## src/rtl/csr_pkg.sv

```systemverilog
// csr_pkg: shared funct3 encodings, sequencer states and CSR numbers for the Zicsr execute path.
package csr_pkg;
  localparam logic [2:0] F3_CSRRW  = 3'b001;
  localparam logic [2:0] F3_CSRRS  = 3'b010;
  localparam logic [2:0] F3_CSRRC  = 3'b011;
  localparam logic [2:0] F3_CSRRWI = 3'b101;
  localparam logic [2:0] F3_CSRRSI = 3'b110;
  localparam logic [2:0] F3_CSRRCI = 3'b111;
  typedef enum logic [1:0] {S_IDLE, S_READ, S_WRITE, S_RESP} state_t;
  localparam logic [11:0] CSR_MSTATUS  = 12'h300;
  localparam logic [11:0] CSR_MISA     = 12'h301;
  localparam logic [11:0] CSR_MIE      = 12'h304;
  localparam logic [11:0] CSR_MTVEC    = 12'h305;
  localparam logic [11:0] CSR_MSCRATCH = 12'h340;
  localparam logic [11:0] CSR_MEPC     = 12'h341;
  localparam logic [11:0] CSR_MCAUSE   = 12'h342;
  localparam logic [11:0] CSR_MTVAL    = 12'h343;
  localparam logic [11:0] CSR_MIP      = 12'h344;
  localparam logic [11:0] CSR_MCYCLE   = 12'hB00;
  localparam logic [11:0] CSR_MINSTRET = 12'hB02;
  localparam logic [11:0] CSR_CYCLE    = 12'hC00;
  localparam logic [11:0] CSR_TIME     = 12'hC01;
  localparam logic [11:0] CSR_INSTRET  = 12'hC02;
  localparam logic [11:0] CSR_MHARTID  = 12'hF14;
  // funct3[1:0] alone selects the operation; 00 is the reserved encoding
  function automatic logic f3_legal(input logic [1:0] kind);
    return kind != 2'b00;
  endfunction
  function automatic logic f3_is_rw(input logic [1:0] kind);
    return kind == F3_CSRRW[1:0];
  endfunction
endpackage

```

## src/rtl/csr_access_unit_if.sv

```systemverilog
// csr_access_unit_if: decode op, CSR file port and writeback result bundled between pipeline and sequencer.
interface csr_access_unit_if #(
  parameter int DATA_WIDTH     = 32,
  parameter int CSR_ADDR_WIDTH = 12,
  parameter int REG_ADDR_WIDTH = 5
);
  logic                      op_valid;
  logic                      op_ready;
  logic [2:0]                op_funct3;
  logic [CSR_ADDR_WIDTH-1:0] op_csr_num;
  logic [REG_ADDR_WIDTH-1:0] op_rd;
  logic [REG_ADDR_WIDTH-1:0] op_rs1;
  logic [DATA_WIDTH-1:0]     op_rs1_value;
  logic [CSR_ADDR_WIDTH-1:0] csr_num;
  logic                      read_csr;
  logic                      write_csr;
  logic [2:0]                write_function;
  logic [DATA_WIDTH-1:0]     write_value;
  logic [DATA_WIDTH-1:0]     read_value;
  logic                      illegal_instr_exception;
  logic                      res_valid;
  logic                      res_ready;
  logic [REG_ADDR_WIDTH-1:0] res_rd;
  logic [DATA_WIDTH-1:0]     res_value;
  logic                      res_write_rd;
  logic                      res_exception;
  modport slave (
    input  op_valid, op_funct3, op_csr_num, op_rd, op_rs1, op_rs1_value,
    output op_ready,
    output csr_num, read_csr, write_csr, write_function, write_value,
    input  read_value, illegal_instr_exception,
    output res_valid, res_rd, res_value, res_write_rd, res_exception,
    input  res_ready
  );
  modport master (
    output op_valid, op_funct3, op_csr_num, op_rd, op_rs1, op_rs1_value,
    input  op_ready,
    input  csr_num, read_csr, write_csr, write_function, write_value,
    output read_value, illegal_instr_exception,
    input  res_valid, res_rd, res_value, res_write_rd, res_exception,
    output res_ready
  );
endinterface

```

## src/rtl/csr_access_unit_wdata_alu.sv

```systemverilog
// csr_wdata_alu: merges the old CSR value with the source operand for RW/RS/RC writes.
module csr_wdata_alu
  import csr_pkg::*;
#(
  parameter int DATA_WIDTH = 32
) (
  input  logic [1:0]            i_kind,
  input  logic [DATA_WIDTH-1:0] i_old,
  input  logic [DATA_WIDTH-1:0] i_src,
  output logic [DATA_WIDTH-1:0] o_wdata
);
  always_comb
    o_wdata = (i_kind == F3_CSRRS[1:0]) ? (i_old | i_src) :
              (i_kind == F3_CSRRC[1:0]) ? (i_old & ~i_src) : i_src;
endmodule

```

## src/rtl/csr_access_unit.sv

```systemverilog
// csr_access_unit: Zicsr read-modify-write sequencer between decode and the CSR file.
// Optional CSR_ACCESS_RO_CHECK_EN rejects writes into the read-only CSR space at accept.
module csr_access_unit
  import csr_pkg::*;
#(
  parameter int DATA_WIDTH     = 32,
  parameter int CSR_ADDR_WIDTH = 12,
  parameter int REG_ADDR_WIDTH = 5
) (
  input logic clock,
  input logic reset_n,
  input logic flush,
  csr_access_unit_if.slave bus
);
  state_t                    r_state;
  logic                      r_op_ready, r_read, r_write, r_res_valid, r_exc;
  logic                      r_do_read, r_do_write;
  logic [2:0]                r_funct3;
  logic [CSR_ADDR_WIDTH-1:0] r_csr_num;
  logic [REG_ADDR_WIDTH-1:0] r_rd;
  logic [DATA_WIDTH-1:0]     r_src, r_old;
  logic                      w_accept, w_rw, w_do_read, w_do_write, w_ro, w_illegal;
  logic [DATA_WIDTH-1:0]     w_src, w_wdata;
  assign w_accept   = bus.op_valid && r_op_ready && !flush;
  assign w_rw       = f3_is_rw(bus.op_funct3[1:0]);
  assign w_src      = bus.op_funct3[2] ? {{(DATA_WIDTH-REG_ADDR_WIDTH){1'b0}}, bus.op_rs1} : bus.op_rs1_value;
  assign w_do_read  = !(w_rw && bus.op_rd == '0);
  assign w_do_write = w_rw || bus.op_rs1 != '0;
`ifdef CSR_ACCESS_RO_CHECK_EN
  assign w_ro = w_do_write && bus.op_csr_num[CSR_ADDR_WIDTH-1 -: 2] == 2'b11;
`else
  assign w_ro = 1'b0;
`endif
  assign w_illegal = !f3_legal(bus.op_funct3[1:0]) || w_ro;
  csr_wdata_alu #(.DATA_WIDTH(DATA_WIDTH)) u_alu (
    .i_kind  (r_funct3[1:0]),
    .i_old   (r_old),
    .i_src   (r_src),
    .o_wdata (w_wdata)
  );
  assign bus.op_ready       = r_op_ready;
  assign bus.csr_num        = r_csr_num;
  assign bus.read_csr       = r_read;
  assign bus.write_csr      = r_write;
  assign bus.write_function = r_funct3;
  assign bus.write_value    = w_wdata;
  assign bus.res_valid      = r_res_valid;
  assign bus.res_rd         = r_rd;
  assign bus.res_value      = r_exc ? '0 : r_old;
  assign bus.res_write_rd   = r_do_read && !r_exc && r_rd != '0;
  assign bus.res_exception  = r_exc;
  // strobes and res_valid are set on the edge entering their state, so they are glitch-free registers
  always_ff @(posedge clock) begin
    if (!reset_n) begin
      r_state     <= S_IDLE;
      r_op_ready  <= 1'b1;
      r_read      <= 1'b0;
      r_write     <= 1'b0;
      r_res_valid <= 1'b0;
      r_exc       <= 1'b0;
      r_do_read   <= 1'b0;
      r_do_write  <= 1'b0;
      r_funct3    <= '0;
      r_csr_num   <= '0;
      r_rd        <= '0;
      r_src       <= '0;
      r_old       <= '0;
    end else begin
      case (r_state)
        S_IDLE: if (w_accept) begin
          r_funct3    <= bus.op_funct3;
          r_csr_num   <= bus.op_csr_num;
          r_rd        <= bus.op_rd;
          r_src       <= w_src;
          r_do_read   <= w_do_read;
          r_do_write  <= w_do_write;
          r_old       <= '0;
          r_exc       <= w_illegal;
          r_op_ready  <= 1'b0;
          r_res_valid <= w_illegal;
          r_read      <= !w_illegal && w_do_read;
          r_write     <= !w_illegal && !w_do_read;
          r_state     <= w_illegal ? S_RESP : w_do_read ? S_READ : S_WRITE;
        end
        S_READ: begin
          r_read      <= 1'b0;
          r_old       <= bus.read_value;
          r_exc       <= bus.illegal_instr_exception;
          r_op_ready  <= flush;
          r_res_valid <= !flush && (bus.illegal_instr_exception || !r_do_write);
          r_write     <= !flush && !bus.illegal_instr_exception && r_do_write;
          r_state     <= flush ? S_IDLE :
                         (bus.illegal_instr_exception || !r_do_write) ? S_RESP : S_WRITE;
        end
        // a flush here cannot cancel the strobe already on the bus, only the response
        S_WRITE: begin
          r_write     <= 1'b0;
          r_exc       <= bus.illegal_instr_exception;
          r_op_ready  <= flush;
          r_res_valid <= !flush;
          r_state     <= flush ? S_IDLE : S_RESP;
        end
        S_RESP: if (flush || bus.res_ready) begin
          r_res_valid <= 1'b0;
          r_op_ready  <= 1'b1;
          r_state     <= S_IDLE;
        end
        default: r_state <= S_IDLE;
      endcase
    end
  end
endmodule

```

## src/flat_wrapper.sv

```systemverilog
// flat-port wrapper written by rule: the top's interface ports become plain ports
module csr_access_unit_flat import csr_pkg::*;
#(
  parameter int DATA_WIDTH     = 32,
  parameter int CSR_ADDR_WIDTH = 12,
  parameter int REG_ADDR_WIDTH = 5
)
  (clock, reset_n, flush, bus_op_valid, bus_op_funct3, bus_op_csr_num, bus_op_rd, bus_op_rs1, bus_op_rs1_value, bus_op_ready, bus_csr_num, bus_read_csr, bus_write_csr, bus_write_function, bus_write_value, bus_read_value, bus_illegal_instr_exception, bus_res_valid, bus_res_rd, bus_res_value, bus_res_write_rd, bus_res_exception, bus_res_ready);
  csr_access_unit_if #(.DATA_WIDTH(DATA_WIDTH), .CSR_ADDR_WIDTH(CSR_ADDR_WIDTH), .REG_ADDR_WIDTH(REG_ADDR_WIDTH)) bus_i ();
  input logic clock;
  input logic reset_n;
  input logic flush;
  input wire logic [$bits(bus_i.op_valid)-1:0] bus_op_valid;
  input wire logic [$bits(bus_i.op_funct3)-1:0] bus_op_funct3;
  input wire logic [$bits(bus_i.op_csr_num)-1:0] bus_op_csr_num;
  input wire logic [$bits(bus_i.op_rd)-1:0] bus_op_rd;
  input wire logic [$bits(bus_i.op_rs1)-1:0] bus_op_rs1;
  input wire logic [$bits(bus_i.op_rs1_value)-1:0] bus_op_rs1_value;
  output wire logic [$bits(bus_i.op_ready)-1:0] bus_op_ready;
  output wire logic [$bits(bus_i.csr_num)-1:0] bus_csr_num;
  output wire logic [$bits(bus_i.read_csr)-1:0] bus_read_csr;
  output wire logic [$bits(bus_i.write_csr)-1:0] bus_write_csr;
  output wire logic [$bits(bus_i.write_function)-1:0] bus_write_function;
  output wire logic [$bits(bus_i.write_value)-1:0] bus_write_value;
  input wire logic [$bits(bus_i.read_value)-1:0] bus_read_value;
  input wire logic [$bits(bus_i.illegal_instr_exception)-1:0] bus_illegal_instr_exception;
  output wire logic [$bits(bus_i.res_valid)-1:0] bus_res_valid;
  output wire logic [$bits(bus_i.res_rd)-1:0] bus_res_rd;
  output wire logic [$bits(bus_i.res_value)-1:0] bus_res_value;
  output wire logic [$bits(bus_i.res_write_rd)-1:0] bus_res_write_rd;
  output wire logic [$bits(bus_i.res_exception)-1:0] bus_res_exception;
  input wire logic [$bits(bus_i.res_ready)-1:0] bus_res_ready;
  assign bus_i.op_valid = bus_op_valid;
  assign bus_i.op_funct3 = bus_op_funct3;
  assign bus_i.op_csr_num = bus_op_csr_num;
  assign bus_i.op_rd = bus_op_rd;
  assign bus_i.op_rs1 = bus_op_rs1;
  assign bus_i.op_rs1_value = bus_op_rs1_value;
  assign bus_op_ready = bus_i.op_ready;
  assign bus_csr_num = bus_i.csr_num;
  assign bus_read_csr = bus_i.read_csr;
  assign bus_write_csr = bus_i.write_csr;
  assign bus_write_function = bus_i.write_function;
  assign bus_write_value = bus_i.write_value;
  assign bus_i.read_value = bus_read_value;
  assign bus_i.illegal_instr_exception = bus_illegal_instr_exception;
  assign bus_res_valid = bus_i.res_valid;
  assign bus_res_rd = bus_i.res_rd;
  assign bus_res_value = bus_i.res_value;
  assign bus_res_write_rd = bus_i.res_write_rd;
  assign bus_res_exception = bus_i.res_exception;
  assign bus_i.res_ready = bus_res_ready;
  csr_access_unit #(.DATA_WIDTH(DATA_WIDTH), .CSR_ADDR_WIDTH(CSR_ADDR_WIDTH), .REG_ADDR_WIDTH(REG_ADDR_WIDTH)) u_core (.clock(clock), .reset_n(reset_n), .flush(flush), .bus(bus_i));
endmodule
```

## config.mk

```make
export PLATFORM = sky130hd
export DESIGN_NAME = csr_access_unit_flat
export DESIGN_NICKNAME = d
export VERILOG_FILES = /design/src/rtl/csr_pkg.sv /design/src/rtl/csr_access_unit_if.sv /design/src/rtl/csr_access_unit_wdata_alu.sv /design/src/rtl/csr_access_unit.sv /design/src/flat_wrapper.sv
export SDC_FILE = /design/constraint.sdc
export NUM_CORES = 1
export LEC_CHECK = 0
export CAP_MARGIN = 10
export CORE_MARGIN = 5
export CORE_UTILIZATION = 39
export DETAILED_ROUTE_END_ITERATION = 10
export PLACE_DENSITY = 0.89
export SLEW_MARGIN = 20
export SYNTH_ARGS = -nofsm -noshare
export SYNTH_HDL_FRONTEND = slang
export SYNTH_SLANG_ARGS = --single-unit
```

## constraint.sdc

```tcl
create_clock -name clock -period 1.6 [get_ports clock]
set_clock_uncertainty 0.1 [all_clocks]
set_input_delay 0.24 -clock clock [delete_from_list [all_inputs] [get_ports clock]]
set_output_delay 0.24 -clock clock [all_outputs]
set_load 0.02 [all_outputs]
```

# Word-level counts from Yosys, hierarchy flattened

Cells that the tools add are included.

Memory bits (read-only): 0
Word-level logic and storage cells: 82
Output and inout bits: 90
Latch bits: 0
Bits in writable memories: 0
Bits of input ports: 95
Memories: 0
Register bits after elaboration: 93

Eq/ne operators: 8
Reduce and logical (&&, ||, !) cells: 33
Order comparisons: 0
Divide/modulo/power cells: 0
$add $sub $neg: 0
Bitwise operators: 3
Shift operators: 0
$mul: 0
Muxes and demuxes: 25

Operators by type and width:

| operator           | count |
|---|---|
| $mux 32            | 5 |
| $pmux 32 s2        | 1 |
| $and 32x32->32     | 1 |
| $not 32->32        | 1 |
| $or 32x32->32      | 1 |
| $mux 2             | 6 |
| $logic_and 1x1->1  | 10 |
| $reduce_and 2->1   | 5 |
| $reduce_bool 5->1  | 2 |
| $eq 2x2->1 const B | 4 |
| $pmux 2 s4         | 1 |
| $mux 1             | 7 |
| $logic_not 1->1    | 6 |
| $pmux 1 s3         | 2 |
| $reduce_bool 2->1  | 3 |
| $logic_not 5->1    | 1 |
| $eq 2x1->1 const B | 2 |
| $ne 2x1->1 const B | 2 |
| $pmux 1 s2         | 2 |
| $pmux 1 s4         | 1 |
| $logic_or 1x1->1   | 3 |
| $reduce_bool 3->1  | 1 |
| $logic_not 2->1    | 1 |
| $reduce_or 2->1    | 1 |

# Logic depth before layout (Yosys ltp)

Gate-level depths: netlist of run 1.

Depth after elaboration: 6
Gate-level depth with buffers: 8
Mapped depth without buffers: 6

# By module

From an unflattened synthesis of run 1, not the netlist that was laid out.

Cells, all modules: 514
Area, all modules: 4652.0 µm²

Modules (own cells, without submodules):

| module          | area an instance (µm²) | cells an instance | times used | sequential area each (µm²) |
|---|---|---|---|---|
| csr_access_unit | 4115.2                 | 441               | 1          | 1861.8 |
| csr_wdata_alu   | 536.8                  | 73                | 1          | 0.0 |

# Least setup slack after synthesis of run 1

No wires, ideal clock.

Path type: register -> output
Start: register u_core.r_funct3[1] (netlist: u_core.bus.write_function[1])
End: output bus_write_value[24]
Path buffers: 2
Setup slack: -0.318 ns
Data arrival time: 1.578 ns
Cell stages (with the launch flop): 5
Data required time: 1.260 ns
Cell sequence: dfxtp_1 > clkbuf_1 > clkbuf_1 > nand2_1 > o21ai_0

Longest elaborated chain between the ends: 3
Elaborated cells on any way between the ends: 4
Those cells by class: 2 x eq/ne; 2 x mux

Ends and longest elaborated chain:

| element                | line                            | text |
|---|---|---|
| start, declared        | csr_access_unit.sv:18           | `logic [2:0] r_funct3;` |
| start signal, assigned | csr_access_unit.sv:71           | `r_funct3 <= bus.op_funct3;` |
| $eq 2x2->1             | csr_access_unit_wdata_alu.sv:14 | `(i_kind == F3_CSRRC[1:0]) ? (i_old & ~i_src) : i_src;` |
| $mux 32                | csr_access_unit_wdata_alu.sv:14 |  |
| $mux 32 *              | csr_access_unit_wdata_alu.sv:13 | `o_wdata = (i_kind == F3_CSRRS[1:0]) ? (i_old \| i_src) :` |
| end, declared          | flat_wrapper.sv:24              | `output wire logic [$bits(bus_i.write_value)-1:0] bus_write_value;` |

Every way passes the cells marked *; elsewhere a longest branch is shown, timed or not.

# Worst setup path after layout of run 1

Start: register u_core.r_rd[0] (netlist: u_core.bus.res_rd[0])
End: output bus_res_write_rd

Longest elaborated chain between the ends: 2

Ends and longest elaborated chain:

| element                | line                  | text |
|---|---|---|
| start, declared        | csr_access_unit.sv:20 | `logic [REG_ADDR_WIDTH-1:0] r_rd;` |
| start signal, assigned | csr_access_unit.sv:73 | `r_rd <= bus.op_rd;` |
| $reduce_bool 5->1      | csr_access_unit.sv:50 | `assign bus.res_write_rd = r_do_read && !r_exc && r_rd != '0;` |
| $logic_and 1x1->1      | csr_access_unit.sv:50 |  |
| end, declared          | flat_wrapper.sv:30    | `output wire logic [$bits(bus_i.res_write_rd)-1:0] bus_res_write_rd;` |

No other way between the ends.

==> results of run 1 <==
## cells in the mapped netlist (all sizes together) (5+ instances only)
library cell    n
a21boi         49
a21oi          13
a22oi          32
a31oi           5
buf            19
clkbuf         22
dfxtp          93
ha              6
mux2i           6
nand2         134
nand3b         28
nor2            5
nor2b          66
o211a           7
o21ai          36
## worst paths after layout
path | end | slack (ns) | start | depth (start not counted)
setup / recovery | bus_res_write_rd | -0.23 | u_core.bus.res_rd[0]$_SDFFE_PN0P_ | 4
setup reg to reg | u_core.r_src[22]$_SDFFE_PN0P_ | -0.09 | u_core.r_state[1]$_SDFFE_PN0P_ | 7
hold / removal | u_core.bus.op_ready$_SDFFE_PN1P_ | 0.15 | reset_n | 2
hold reg to reg | u_core.bus.csr_num[4]$_SDFFE_PN0P_ | 0.36 | u_core.bus.csr_num[4]$_SDFFE_PN0P_ | 2
## cell usage in the layout, fill, tap and decap left out, types with 2 or more instances in the layout
master / count
sky130_fd_sc_hd__nor2b_1: 66
sky130_fd_sc_hd__a21boi_1: 34
sky130_fd_sc_hd__nand2_2: 15
sky130_fd_sc_hd__inv_2: 3
sky130_fd_sc_hd__mux2i_1: 6
sky130_fd_sc_hd__o211a_1: 7
sky130_fd_sc_hd__nor3b_1: 2
sky130_fd_sc_hd__buf_16: 6
sky130_fd_sc_hd__a21boi_0: 14
sky130_fd_sc_hd__buf_12: 18
sky130_fd_sc_hd__a21oi_2: 5
sky130_fd_sc_hd__a22oi_2: 32
sky130_fd_sc_hd__nor2_1: 5
sky130_fd_sc_hd__a31oi_4: 2
sky130_fd_sc_hd__o21ai_0: 6
sky130_fd_sc_hd__nor3_1: 3
sky130_fd_sc_hd__o21ai_1: 2
sky130_fd_sc_hd__dfxtp_2: 3
sky130_fd_sc_hd__clkdlybuf4s50_1: 93
sky130_fd_sc_hd__o21ai_2: 28
sky130_fd_sc_hd__buf_4: 29
sky130_fd_sc_hd__buf_6: 49
sky130_fd_sc_hd__clkinvlp_4: 2
sky130_fd_sc_hd__ha_4: 3
sky130_fd_sc_hd__nand3b_1: 28
sky130_fd_sc_hd__ha_1: 2
sky130_fd_sc_hd__buf_2: 32
sky130_fd_sc_hd__clkbuf_16: 16
sky130_fd_sc_hd__a31oi_1: 3
sky130_fd_sc_hd__a21oi_1: 7
sky130_fd_sc_hd__dlygate4sd2_1: 22
sky130_fd_sc_hd__nand2_4: 17
sky130_fd_sc_hd__dfxtp_4: 2
sky130_fd_sc_hd__dfxtp_1: 88
sky130_fd_sc_hd__clkbuf_8: 2
sky130_fd_sc_hd__nand2_1: 101
## layout make-up
type	count	area, sq um	share of cell area
inverter	3	11.26	0.001392
clock buffer	12	256.5	0.03170
multi-input combinational	404	2943	0.3637
timing repair buffer	259	2784	0.3441
clock inverter	3	45.04	0.005567
tap	143	178.9	0.02211
sequential	93	1873	0.2315
## state kept, by name, indices dropped and copies added, names as in the netlist
name                       count
u_core.bus.write_function      3
u_core.bus.write_csr           1
u_core.bus.csr_num            12
u_core.r_do_read               1
u_core.bus.res_exception       1
u_core.bus.op_ready            1
u_core.r_src                  32
u_core.bus.res_valid           1
u_core.bus.res_rd              5
u_core.r_do_write              1
u_core.r_state                 2
u_core.r_old                  32
u_core.bus.read_csr            1
## where the power goes
part	total (mW)	internal [mW]	leakage [nW]	switching, mW
Sequential	3.07	2.68	0.758	0.386
Clock	2.18	1.29	0.141	0.891
Combinational	4.67	2.35	2.61	2.31
Total	9.91	6.33	3.50	3.59
## logic make-up after synthesis
kind of cell | Yosys count
muxes | 6
DFF | 93
adders and majority gates | 6
and+or+nand+nor | 247
AOI/OAI and AO/OA | 145
buffers and inverters | 44
## per-stage QoR
step	instances	total power, mW	instance area (sq um)
2_1_floorplan	541	4.834	4586
3_3_place_gp	868	6.325	6804
3_5_place_dp	868	6.466	6804
4_1_cts	909	9.682	7695
5_1_grt	917	10.35	8092
6_report	917	9.914	8092
## routing by layer
layer	part of all wire	routed length, microns	GRT usage	vias to the layer above
met3	0.071	1316	0.05244	39
met2	0.51	9415	0.4369	203
met1	0.39	7217	0.2772	2418
met4	0.026	487	0.08563	0
met5	0	0	0	-
li1	-	-	-	2310
## repair_timing
item / in CTS / in global routing
endpoints found under the setup margin: 159 / 124
hold buffers: 0 / 0
gates cloned: 10 / 9
buffers inserted: 16 / 4
resized for setup: 416 / 136
pin swaps: 14 / 77
==> impl_results.rst, run 1 <==
.. list-table::
   :header-rows: 1

   * - Metric
     - Value
   * - Run status
     - finished with violations
   * - Failing checks
     - negative setup slack
   * - Xor/xnor cell area share of the yosys netlist
     - 0
   * - Post-Syn Instances
     - 541
   * - Worst-case hold slack
     - 0.1542 ns
   * - Number of sinks driven by the clock tree
     - 93
   * - Fraction of post-synthesis cell area in the top cell type by area
     - 0.4166
   * - Asr flop ratio synth
     - 0
   * - Crit-path max FO
     - 2
   * - Cell leakage power
     - 3.504 nW
   * - Global-route wire length before repair
     - 25560 microns
   * - CTS tree
     - built
   * - Number of enable-type register cells in the synthesized netlist
     - 0
   * - Row cnt
     - 39
   * - Adder-cell area share of the yosys netlist
     - 0.01680
   * - DRC violation count after routing
     - 0
   * - Crit Path Category
     - reg -> out
   * - Die extent in y
     - 117.1 microns
   * - Achievable frequency
     - 547.2 MHz
   * - Area growth syn-to-layout
     - 81.05%
   * - Core area
     - 0.01132 sq mm
   * - Final Hold Vio Count
     - 0
   * - Fraction of final layout cells with drive strength greater than 1
     - 0.3553
   * - Gp weighted congestion
     - 0.8798
   * - Final Core Density
     - 0.7147
   * - Final sum of negative setup slack
     - -4.516 ns
   * - Routed Wire Length
     - 18440 microns
   * - Die extent in x
     - 117.1 microns
   * - Average wire per cell in the routed design
     - 20.11 microns
   * - Net count after synthesis
     - 642
   * - Number of max-slew violations in the final report
     - 0
   * - Number of routed nets with antenna violations
     - 0
   * - Clock-pin transition on the worst setup and hold timing paths
     - 0.07 ns
   * - Combinational family with the most area after synthesis
     - simple AND/OR/NAND/NOR gates
   * - Clock root buffer
     - sky130_fd_sc_hd__clkbuf_16
   * - Number of DRC markers in iteration 0
     - 348
   * - Time the worst path needs with I/O delays and setup
     - 1.827 ns
   * - Total of endpoints with negative setup slack in the final report
     - 58
   * - Cell taking the most area after synthesis
     - sky130_fd_sc_hd__dfxtp_1
   * - Worst vdd rail ir drop
     - 0.7633 mV
   * - Worst setup SP type
     - flip-flop
   * - Top delay family on crit path
     - simple AND/OR/NAND/NOR gates
   * - Ant. Diodes
     - 0
   * - Final critical-path share of the clock period
     - 1.142
   * - Clock insertion delay at the later pin of the skew report
     - 0.33 ns
   * - Warnings from Yosys
     - 0
   * - Number of buffers inserted by port buffering
     - 184
   * - Number of global-route vias before repair
     - 5016
   * - Slew margin rel.
     - 0.7611
   * - Clock H-tree levels
     - 3
   * - Unrepaired setup endpoints after global routing
     - yes
   * - # IOs
     - 185
   * - Total Die Area
     - 0.01370 sq mm
   * - Clk buf depth
     - 2
   * - Mean number of vias per cell
     - 5.420
   * - Pin count of the biggest net entering global routing
     - 41
   * - Filler cell count
     - 840
   * - Total buffers and inverters traversed by the critical path
     - 1
   * - Fin worst setup slack
     - -0.2274 ns
   * - Vias after detailed routing
     - 4970
   * - Multiplexer area fraction after synthesis
     - 0.01344
   * - Area fraction in and, or, nand and nor cells after synthesis
     - 0.2777
   * - Arrival @ worst endpoint
     - 1.49 ns
   * - Complex-gate fraction of the synthesized area
     - 0.2231
   * - Area of the mapped netlist
     - 0.004469 sq mm
   * - Post-Place Worst Slack
     - -0.2787 ns
   * - Critical path capture point type
     - output port
   * - Worst stage delay on the critical path
     - 0.51 ns
   * - Gr usage total
     - 0.2405
   * - Num CTS Buffers
     - 9
   * - Power per standard cell area
     - 1225 mW/mm^2
   * - Crit-path cells
     - or4_1, nor2_1, nor3b_1, buf_2
   * - Main area contributors after synthesis
     - sky130_fd_sc_hd__dfxtp_1 (42%), sky130_fd_sc_hd__nand2_1 (11%), sky130_fd_sc_hd__nor2b_1 (9.2%), sky130_fd_sc_hd__a21boi_0 (7.6%), sky130_fd_sc_hd__a22oi_1 (5.4%)
   * - Average footprint of a synthesized cell
     - 8.261 sq um
   * - Layout net count
     - 871
   * - Min-Delay Path Class
     - in -> reg
   * - Number of max-cap violations
     - 0
   * - Router iterations before antenna repair
     - 5
   * - Top_reg_cell synth
     - sky130_fd_sc_hd__dfxtp_1
   * - Post-DP HPWL
     - 11020 microns
   * - CP Data Required Time
     - 1.26 ns
   * - Number of storage elements in the synthesis netlist
     - 93
   * - Sequential cell area fraction in the yosys report
     - 0.4166
   * - Global-route congestion overflow total
     - 0
   * - Library cell contributing the largest single delay on the critical path
     - sky130_fd_sc_hd__or4_1
   * - Post-synth cell types
     - 36
   * - Initial cell density of the core
     - 0.3948
   * - Actual slew at the worst max-slew pin
     - 0.3583 ns
   * - Number of antenna violations at the first check in global routing
     - 0
Power figures use the tool's default switching activity.
==> run 2, diff against run 1 <==
--- a/config.mk
+++ b/config.mk
@@ -5,7 +5,7 @@
 export SDC_FILE = /design/constraint.sdc
 export NUM_CORES = 1
 export LEC_CHECK = 0
-export CAP_MARGIN = 10
+export CAP_MARGIN = 5
 export CORE_MARGIN = 5
 export CORE_UTILIZATION = 39
 export DETAILED_ROUTE_END_ITERATION = 10
==> results of run 2 <==
The final DEF is identical to that of run 1; final timing and power are the same.
